==> src/rtl/poly_crc_pkg.sv <==
// Shared types and default constants for the polymorphic CRC engine.
package poly_crc_pkg;
  typedef enum logic [1:0] {IDLE, SHIFT, DONE} poly_crc_state_t;

  localparam logic [31:0] DEF_POLY0 = 32'h07;
  localparam logic [31:0] DEF_POLY1 = 32'h31;
  localparam logic [31:0] DEF_SEED  = 32'h00;
endpackage

==> src/rtl/poly_crc_if.sv <==
// Control, word handshake and status bundle between the APB wrapper and the CRC engine.
interface poly_crc_if #(
  parameter int CRC_W  = 8,
  parameter int DATA_W = 8
);
  logic              clear;
  logic              orient;
  logic              in_valid;
  logic              in_ready;
  logic [DATA_W-1:0] in_data;
  logic              busy;
  logic              done;
  logic              mode;
  logic [CRC_W-1:0]  crc_out;

  modport master (
    output clear, orient, in_valid, in_data,
    input  in_ready, busy, done, mode, crc_out
  );

  modport slave (
    input  clear, orient, in_valid, in_data,
    output in_ready, busy, done, mode, crc_out
  );
endinterface

==> src/rtl/poly_tap_cell.sv <==
// One CRC register bit: XOR with feedback or plain buffer, picked by the latched orientation.
module poly_tap_cell #(
  parameter logic TAP0 = 1'b0,
  parameter logic TAP1 = 1'b0
) (
  input  logic shift_in,
  input  logic fb,
  input  logic orient,
  output logic next
);
  logic tap;

  assign tap  = orient ? TAP1 : TAP0;
  assign next = tap ? (shift_in ^ fb) : shift_in;
endmodule

==> src/rtl/poly_crc_engine.sv <==
// Bit-serial CRC engine: word in via valid/ready, one bit per cycle MSB first,
// two generator polynomials sharing one row of polymorphic tap cells.
module poly_crc_engine
  import poly_crc_pkg::*;
#(
  parameter int          CRC_W  = 8,
  parameter int          DATA_W = 8,
  parameter logic [31:0] POLY0  = DEF_POLY0,
  parameter logic [31:0] POLY1  = DEF_POLY1,
  parameter logic [31:0] SEED   = DEF_SEED
) (
  input logic      CLK,
  input logic      nRST,
  poly_crc_if.slave bus
);
  localparam int CNT_W = (DATA_W > 1) ? $clog2(DATA_W) : 1;
  localparam logic [CRC_W-1:0] P0    = POLY0[CRC_W-1:0];
  localparam logic [CRC_W-1:0] P1    = POLY1[CRC_W-1:0];
  localparam logic [CRC_W-1:0] SEED_W = SEED[CRC_W-1:0];

  poly_crc_state_t   state, state_nxt;
  logic [CRC_W-1:0]  crc, crc_next, shift_src;
  logic [DATA_W-1:0] sreg;
  logic [CNT_W-1:0]  cnt;
  logic              mode;
  logic              fb, accept, in_ready;

  // Bit 0 has no lower neighbour, so it shifts in zero.
  assign shift_src = {crc[CRC_W-2:0], 1'b0};
  assign fb        = crc[CRC_W-1] ^ sreg[DATA_W-1];

  for (genvar i = 0; i < CRC_W; i++) begin : g_tap
    poly_tap_cell #(.TAP0(P0[i]), .TAP1(P1[i])) u_tap (
      .shift_in (shift_src[i]),
      .fb       (fb),
      .orient   (mode),
      .next     (crc_next[i])
    );
  end

  assign in_ready = (state == IDLE) && !bus.clear;
  assign accept   = in_ready && bus.in_valid;

  always_ff @(posedge CLK or negedge nRST) begin
    if (!nRST) state <= IDLE;
    else       state <= state_nxt;
  end

  always_comb begin
    state_nxt = state;
    if (bus.clear) state_nxt = IDLE;
    else begin
      case (state)
        IDLE:    if (accept) state_nxt = SHIFT;
        SHIFT:   if (cnt == '0) state_nxt = DONE;
        DONE:    state_nxt = IDLE;
        default: state_nxt = IDLE;
      endcase
    end
  end

  // clear outranks everything: a word in flight is simply dropped.
  always_ff @(posedge CLK or negedge nRST) begin
    if (!nRST) begin
      crc  <= SEED_W;
      mode <= 1'b0;
      cnt  <= '0;
      sreg <= '0;
    end else if (bus.clear) begin
      crc  <= SEED_W;
      mode <= bus.orient;
      cnt  <= '0;
      sreg <= '0;
    end else if (state == IDLE) begin
      if (accept) begin
        sreg <= bus.in_data;
        cnt  <= CNT_W'(DATA_W - 1);
      end
    end else if (state == SHIFT) begin
      crc  <= crc_next;
      sreg <= {sreg[DATA_W-2:0], 1'b0};
      cnt  <= cnt - 1'b1;
    end
  end

  assign bus.in_ready = in_ready;
  assign bus.busy     = (state != IDLE);
  assign bus.done     = (state == DONE) && !bus.clear;
  assign bus.mode     = mode;
  assign bus.crc_out  = crc;
endmodule

==> src/flat_wrapper.sv <==
// flat-port wrapper written by rule: the top's interface ports become plain ports
module poly_crc_engine_flat import poly_crc_pkg::*;
#(
  parameter int          CRC_W  = 8,
  parameter int          DATA_W = 8,
  parameter logic [31:0] POLY0  = DEF_POLY0,
  parameter logic [31:0] POLY1  = DEF_POLY1,
  parameter logic [31:0] SEED   = DEF_SEED
)
  (CLK, nRST, bus_clear, bus_orient, bus_in_valid, bus_in_data, bus_in_ready, bus_busy, bus_done, bus_mode, bus_crc_out);
  poly_crc_if #(.CRC_W(CRC_W), .DATA_W(DATA_W)) bus_i ();
  input logic CLK;
  input logic nRST;
  input wire logic [$bits(bus_i.clear)-1:0] bus_clear;
  input wire logic [$bits(bus_i.orient)-1:0] bus_orient;
  input wire logic [$bits(bus_i.in_valid)-1:0] bus_in_valid;
  input wire logic [$bits(bus_i.in_data)-1:0] bus_in_data;
  output wire logic [$bits(bus_i.in_ready)-1:0] bus_in_ready;
  output wire logic [$bits(bus_i.busy)-1:0] bus_busy;
  output wire logic [$bits(bus_i.done)-1:0] bus_done;
  output wire logic [$bits(bus_i.mode)-1:0] bus_mode;
  output wire logic [$bits(bus_i.crc_out)-1:0] bus_crc_out;
  assign bus_i.clear = bus_clear;
  assign bus_i.orient = bus_orient;
  assign bus_i.in_valid = bus_in_valid;
  assign bus_i.in_data = bus_in_data;
  assign bus_in_ready = bus_i.in_ready;
  assign bus_busy = bus_i.busy;
  assign bus_done = bus_i.done;
  assign bus_mode = bus_i.mode;
  assign bus_crc_out = bus_i.crc_out;
  poly_crc_engine #(.CRC_W(CRC_W), .DATA_W(DATA_W), .POLY0(POLY0), .POLY1(POLY1), .SEED(SEED)) u_core (.CLK(CLK), .nRST(nRST), .bus(bus_i));
endmodule
==> config.mk <==
export PLATFORM = sky130hd
export DESIGN_NAME = poly_crc_engine_flat
export DESIGN_NICKNAME = d
export VERILOG_FILES = /design/src/rtl/poly_crc_pkg.sv /design/src/rtl/poly_crc_if.sv /design/src/rtl/poly_tap_cell.sv /design/src/rtl/poly_crc_engine.sv /design/src/flat_wrapper.sv
export SDC_FILE = /design/constraint.sdc
export NUM_CORES = 1
export LEC_CHECK = 0
export CORE_MARGIN = 1
export CORE_UTILIZATION = 45
export CTS_CLUSTER_DIAMETER = 150
export DETAILED_ROUTE_END_ITERATION = 7
export DONT_BUFFER_PORTS = 1
export GPL_ROUTABILITY_DRIVEN = 0
export GPL_TIMING_DRIVEN = 0
export HOLD_SLACK_MARGIN = 0.06
export PLACE_DENSITY = 0.69
export SYNTH_ARGS = -nofsm -noshare
export SYNTH_HDL_FRONTEND = slang
export SYNTH_SLANG_ARGS = --single-unit
==> constraint.sdc <==
create_clock -name CLK -period 1.9 [get_ports CLK]
set_input_delay 0.285 -clock CLK [delete_from_list [all_inputs] [get_ports CLK]]
set_output_delay 0.285 -clock CLK [all_outputs]
set_load 0.1 [all_outputs]
-- Word-level counts from Yosys, hierarchy flattened
Index checks and enable logic that the tools add are counted.
Widths: inputs -> output; s select.
- add/subtract/negate cells: 1
- eq/ne operators: 5
- reductions and logical operators: 12
- multiplexer cells: 20
- bitwise gates (word level): 5
- operators with widths (cell ; count):
    $mux 8 ; 7
    $mux 3 ; 4
    $mux 2 ; 3
    $ne 3x2->1 const B ; 2
    $reduce_and 2->1 ; 3
    $mux 1 ; 5
    $xor 1x1->1 ; 5
    $pmux 2 s2 ; 1
    $reduce_bool 2->1 ; 2
    $logic_and 1x1->1 ; 3
    $logic_not 3->1 ; 1
    $reduce_bool 3->1 ; 1
    $sub 3x1->3 const B ; 1
    $eq 2x1->1 const B ; 1
    $eq 2x2->1 const B ; 1
    $logic_not 2->1 ; 1
    $ne 2x2->1 const B ; 1
    $logic_not 1->1 ; 1
- bits in registers: 22
- output and inout bits: 12

-- Logic depth before layout (Yosys ltp)
- word-level depth: 6
- gate-level depth with buffers: 5

-- By module
From an unflattened synthesis, not the netlist that was laid out.
- cells, all modules: 108
- area, all modules: 1148.6 sq um
- by module, submodules not included (module ; seq. area each (sq um) ; instances ; cells an instance ; area an instance (sq um)):
    poly_crc_engine ; 550.5 ; 1 ; 96 ; 1032.2
    poly_tap_cell (u_core.g_tap[1].u_tap ...) ; 0.0 ; 2 ; 2 ; 30.0
    poly_tap_cell (u_core.g_tap[4].u_tap ...) ; 0.0 ; 2 ; 2 ; 12.5
    poly_tap_cell (u_core.g_tap[3].u_tap ...) ; 0.0 ; 3 ; 1 ; 7.5
    poly_tap_cell (u_core.g_tap[0].u_tap) ; 0.0 ; 1 ; 1 ; 8.8

-- Worst setup path before layout
No wires, ideal clock.
- path type: register -> output
- start: register u_core.state[1]
- end: output bus_done
- path buffers: 2
- arrival time: 2.984 ns
- data required time: 1.615 ns
- slack: -1.369 ns
- stages on the path, launching flop included: 4
- cells stage by stage: dfrtp_1 > buf_4 > clkbuf_1 > nor3b_1
- longest elaborated chain between the ends: 2
- ends and longest elaborated chain (item ; line ; RTL):
    start: declaration ; poly_crc_engine.sv:21 ; poly_crc_state_t state, state_nxt;
    start signal: assignment ; poly_crc_engine.sv:46 ; else state <= state_nxt;
    $eq 2x2->1 ; poly_crc_engine.sv:88 ; assign bus.done = (state == DONE) && !bus.clear;
    $logic_and 1x1->1 ; poly_crc_engine.sv:88 ;
    end: declaration ; flat_wrapper.sv:20 ; output wire logic [$bits(bus_i.done)-1:0] bus_done;
No other way between the ends.

-- Worst setup path in the final report
- start: register u_core.state[0]
- end: output bus_in_ready
- longest elaborated chain between the ends: 2
- ends and longest elaborated chain (item ; line ; RTL):
    $logic_not 2->1 ; poly_crc_engine.sv:41 ; assign in_ready = (state == IDLE) && !bus.clear;
    $logic_and 1x1->1 ; poly_crc_engine.sv:41 ;
    end: declaration ; flat_wrapper.sv:18 ; output wire logic [$bits(bus_i.in_ready)-1:0] bus_in_ready;
No other way between the ends.

==> run_results.csv <==
group,metric,value,unit
outcome,run_status,"complete, but fails checks",
outcome,violations,"setup timing",
critical_path,crit_arrival,2120,ps
floorplanning,die_w,54.3,µm
clock_tree,cts_max_path_buffers,2,
sta,setup_viol,2,
logic_synthesis,synthDistinctLibCells,26,
logic_synthesis,synth-seq-cells,22,
logic_synthesis,synth_nets,152,
detailed_routing,num_vias,1028,
logic_synthesis,synth_edf_count,0,
final_layout,syn2layout_area_growth,17.2,%
logic_synthesis,synth_ff_type,"dfrtp_1",
floorplanning,die_h,54.3,µm
floorplanning,fp-row-count,18,
grt,grt_max_degree,23,
sta,finClkSkew,12.0,ps
floorplanning,die_area,0.00294,mm²
final_layout,mostFrequentLayoutCells,"dfrtp_1 (20), a21oi_1 (18), nor2_1 (17)",
final_layout,final_area,0.00144,mm²
detailed_routing,routed_via_density,5.71,
sta,fin_crit_sh,127,%
logic_synthesis,synth.largest_area_cell,"dfrtp_1",
floorplanning,start_util,48.7,%
place,portBuffers,0,
sta,hold_viol_final,0,
sta,setup_ws,-506,ps
logic_synthesis,ys_seq_area_share,44.8,%
clock_tree,clk_latency,320,ps
logic_synthesis,synthesis.instances,137,
clock_tree,cts_tree,"done",
place,place_area,0.00129,mm²
sta,maxSlewHeadroom,30.9,%
detailed_routing,drt-total-wl,2.89,mm
place,dpl.hpwl,1.80,mm
critical_path,reg2reg_depth,3,
sta,drv_slew,0,
flow_run,maxCapViolations,0,
hold_path,hold_class,"in2reg",
logic_synthesis,yosysTopAreaCellShare,44.8,%
final_layout,antenna_cells,0,
detailed_routing,drt_iter0_drc,18,
final_layout,num-nets-final,166,
logic_synthesis,syn_avg_cell_area,8.97,µm²
power,p_per_area,890,mW/mm²
clock_tree,clkTransAtPathRegs,140,ps
critical_path,worstSetupPathType,"reg2out",
power,p_leak,0.650,nW
hold_path,worstHoldPathCells,2,
clock_tree,root_buffer,"clkbuf_4",
final_layout,layout_commonest_cell,"dfrtp_1",
logic_synthesis,yosys_warnings,0,
floorplanning,ios,25,
grt,overflow,0,
floorplanning,core,0.00252,mm²
grt,grt_use_total,22.2,%
sta,hold_slack,74.6,ps
sta,fmax,416,MHz
clock_tree,cts.sink_count,22,
power,vdd_ir_drop_max,702,µV
logic_synthesis,yosys-top-cells-area,"dfrtp_1 (45%), a21oi_1 (7.3%), nor2_1 (5.8%)",
clock_tree,htree_levels,1,
detailed_routing,drt-pass1-iter-count,4,
sta,rsz0062_at_grt,"yes",
critical_path,worstSetupEndpointType,"primary output",
critical_path,start_kind,"flop",
detailed_routing,drcViolationCount,0,
detailed_routing,postRouteAntennaNets,0,
logic_synthesis,synth-async-reset-ratio,100,%
grt,antenna_found_initial,0,
final_layout,drive_gt1_share,28.0,%
clock_tree,numCtsBuffers,3,
grt,grt_pass1_wl,4.55,mm
critical_path,cp_data_required_time,1620,ps
sta,worst_pin_slew,1030,ps
sta,period_needed,2410,ps
grt,grt_pass1_vias,1005,
critical_path,critPathMaxFanout,5,
detailed_routing,routedWlPerCell,16.1,µm
logic_synthesis,syn_area,0.00123,mm²
==> logic make-up after synthesis <==
| logic type | share of synthesized area (%) |
|---|---|
| buf+inv | 11.2 |
| xor+xnor | 0.713 |
| fa+ha+maj | 2.04 |
| simple gates | 18.1 |
| compound gates | 23.1 |
| flops | 44.8 |
==> routing by layer <==
metal	wire length [µm]	track usage, %	vias up
met5	0	0	-
met4	40	8.55	0
met3	156	3.33	6
met2	1470	39.2	34
met1	1230	26.8	499
li1	-	-	489
==> registers in the layout (all words and copies together) (netlist names) <==
signal              count
u_core.state            2
u_core.bus.crc_out      8
u_core.cnt              3
u_core.sreg             8
u_core.bus.mode         1
==> critical path, cell delays in order, from the launching register on <==
cell and delay [ps]:
dfrtp_1 420, buf_6 140, nor2_4 130, clkinvlp_4 450, nor2_4 670
==> stage by stage <==
| stage | util (%) | cells | setup TNS [ps] | setup WS [ps] | total power, mW |
|---|---|---|---|---|---|
| 6_report | 57.1 | 180 | -761 | -506 | 1.28 |
| 5_1_grt | 57.1 | 180 | -882 | -577 | 1.34 |
| 4_1_cts | 56.0 | 178 | -795 | -501 | 1.27 |
| 3_5_place_dp | 51.0 | 167 | -508 | -210 | 0.967 |
| 3_3_place_gp | 51.0 | 167 | -449 | -211 | 0.955 |
| 2_1_floorplan | - | 137 | -143 | -120 | 0.915 |
==> path summary, 6_finish.rpt <==
kind,startpoint,to,slack [ps]
max,u_core.state[0]$_DFFE_PN0P_,bus_in_ready,-510
min,bus_orient,u_core.bus.mode$_DFFE_PN0P_,70
max reg2reg,u_core.bus.crc_out[7]$_DFFE_PN0P_,u_core.bus.crc_out[1]$_DFFE_PN0P_,230
min reg2reg,u_core.cnt[1]$_DFFE_PN0P_,u_core.cnt[1]$_DFFE_PN0P_,510
max in group asynchronous,nRST,u_core.bus.crc_out[7]$_DFFE_PN0P_,640
min in group asynchronous,nRST,u_core.sreg[5]$_DFFE_PN0P_,570
==> synth_stat cells, drive strengths merged (3+ instances only) <==
master	number
inv	11
a311oi	4
dfrtp	22
nand2	11
a21oi	18
nor2	19
or3b	3
a2111oi	4
o21ai	5
buf	14
or3	5
or2	3
==> cell type report <==
type | instances | area, µm²
fill | 232 | 1080
multi-input combinational | 88 | 574
sequential | 22 | 553
buffer | 16 | 118
timing repair buffer | 9 | 76.3
inverter | 11 | 45.0
tap | 30 | 37.5
clock buffer | 4 | 36.3
==> where the power goes <==
group / total, mW / switching (mW) / internal [mW] / leakage, nW
clock: 0.274 / 0.157 / 0.117 / 0.0210
sequential: 0.570 / 0.0551 / 0.515 / 0.286
combinational: 0.438 / 0.301 / 0.137 / 0.342
total: 1.28 / 0.512 / 0.770 / 0.650
==> timing repair <==
action	4_1_cts	5_1_grt
setup endpoints to repair	5	4
hold endpoints to repair	26	0
buffers inserted	6	2
resized for setup	10	3
hold buffers	2	0
pin swaps	2	2
Note: power is estimated with default switching activity, not from simulation.
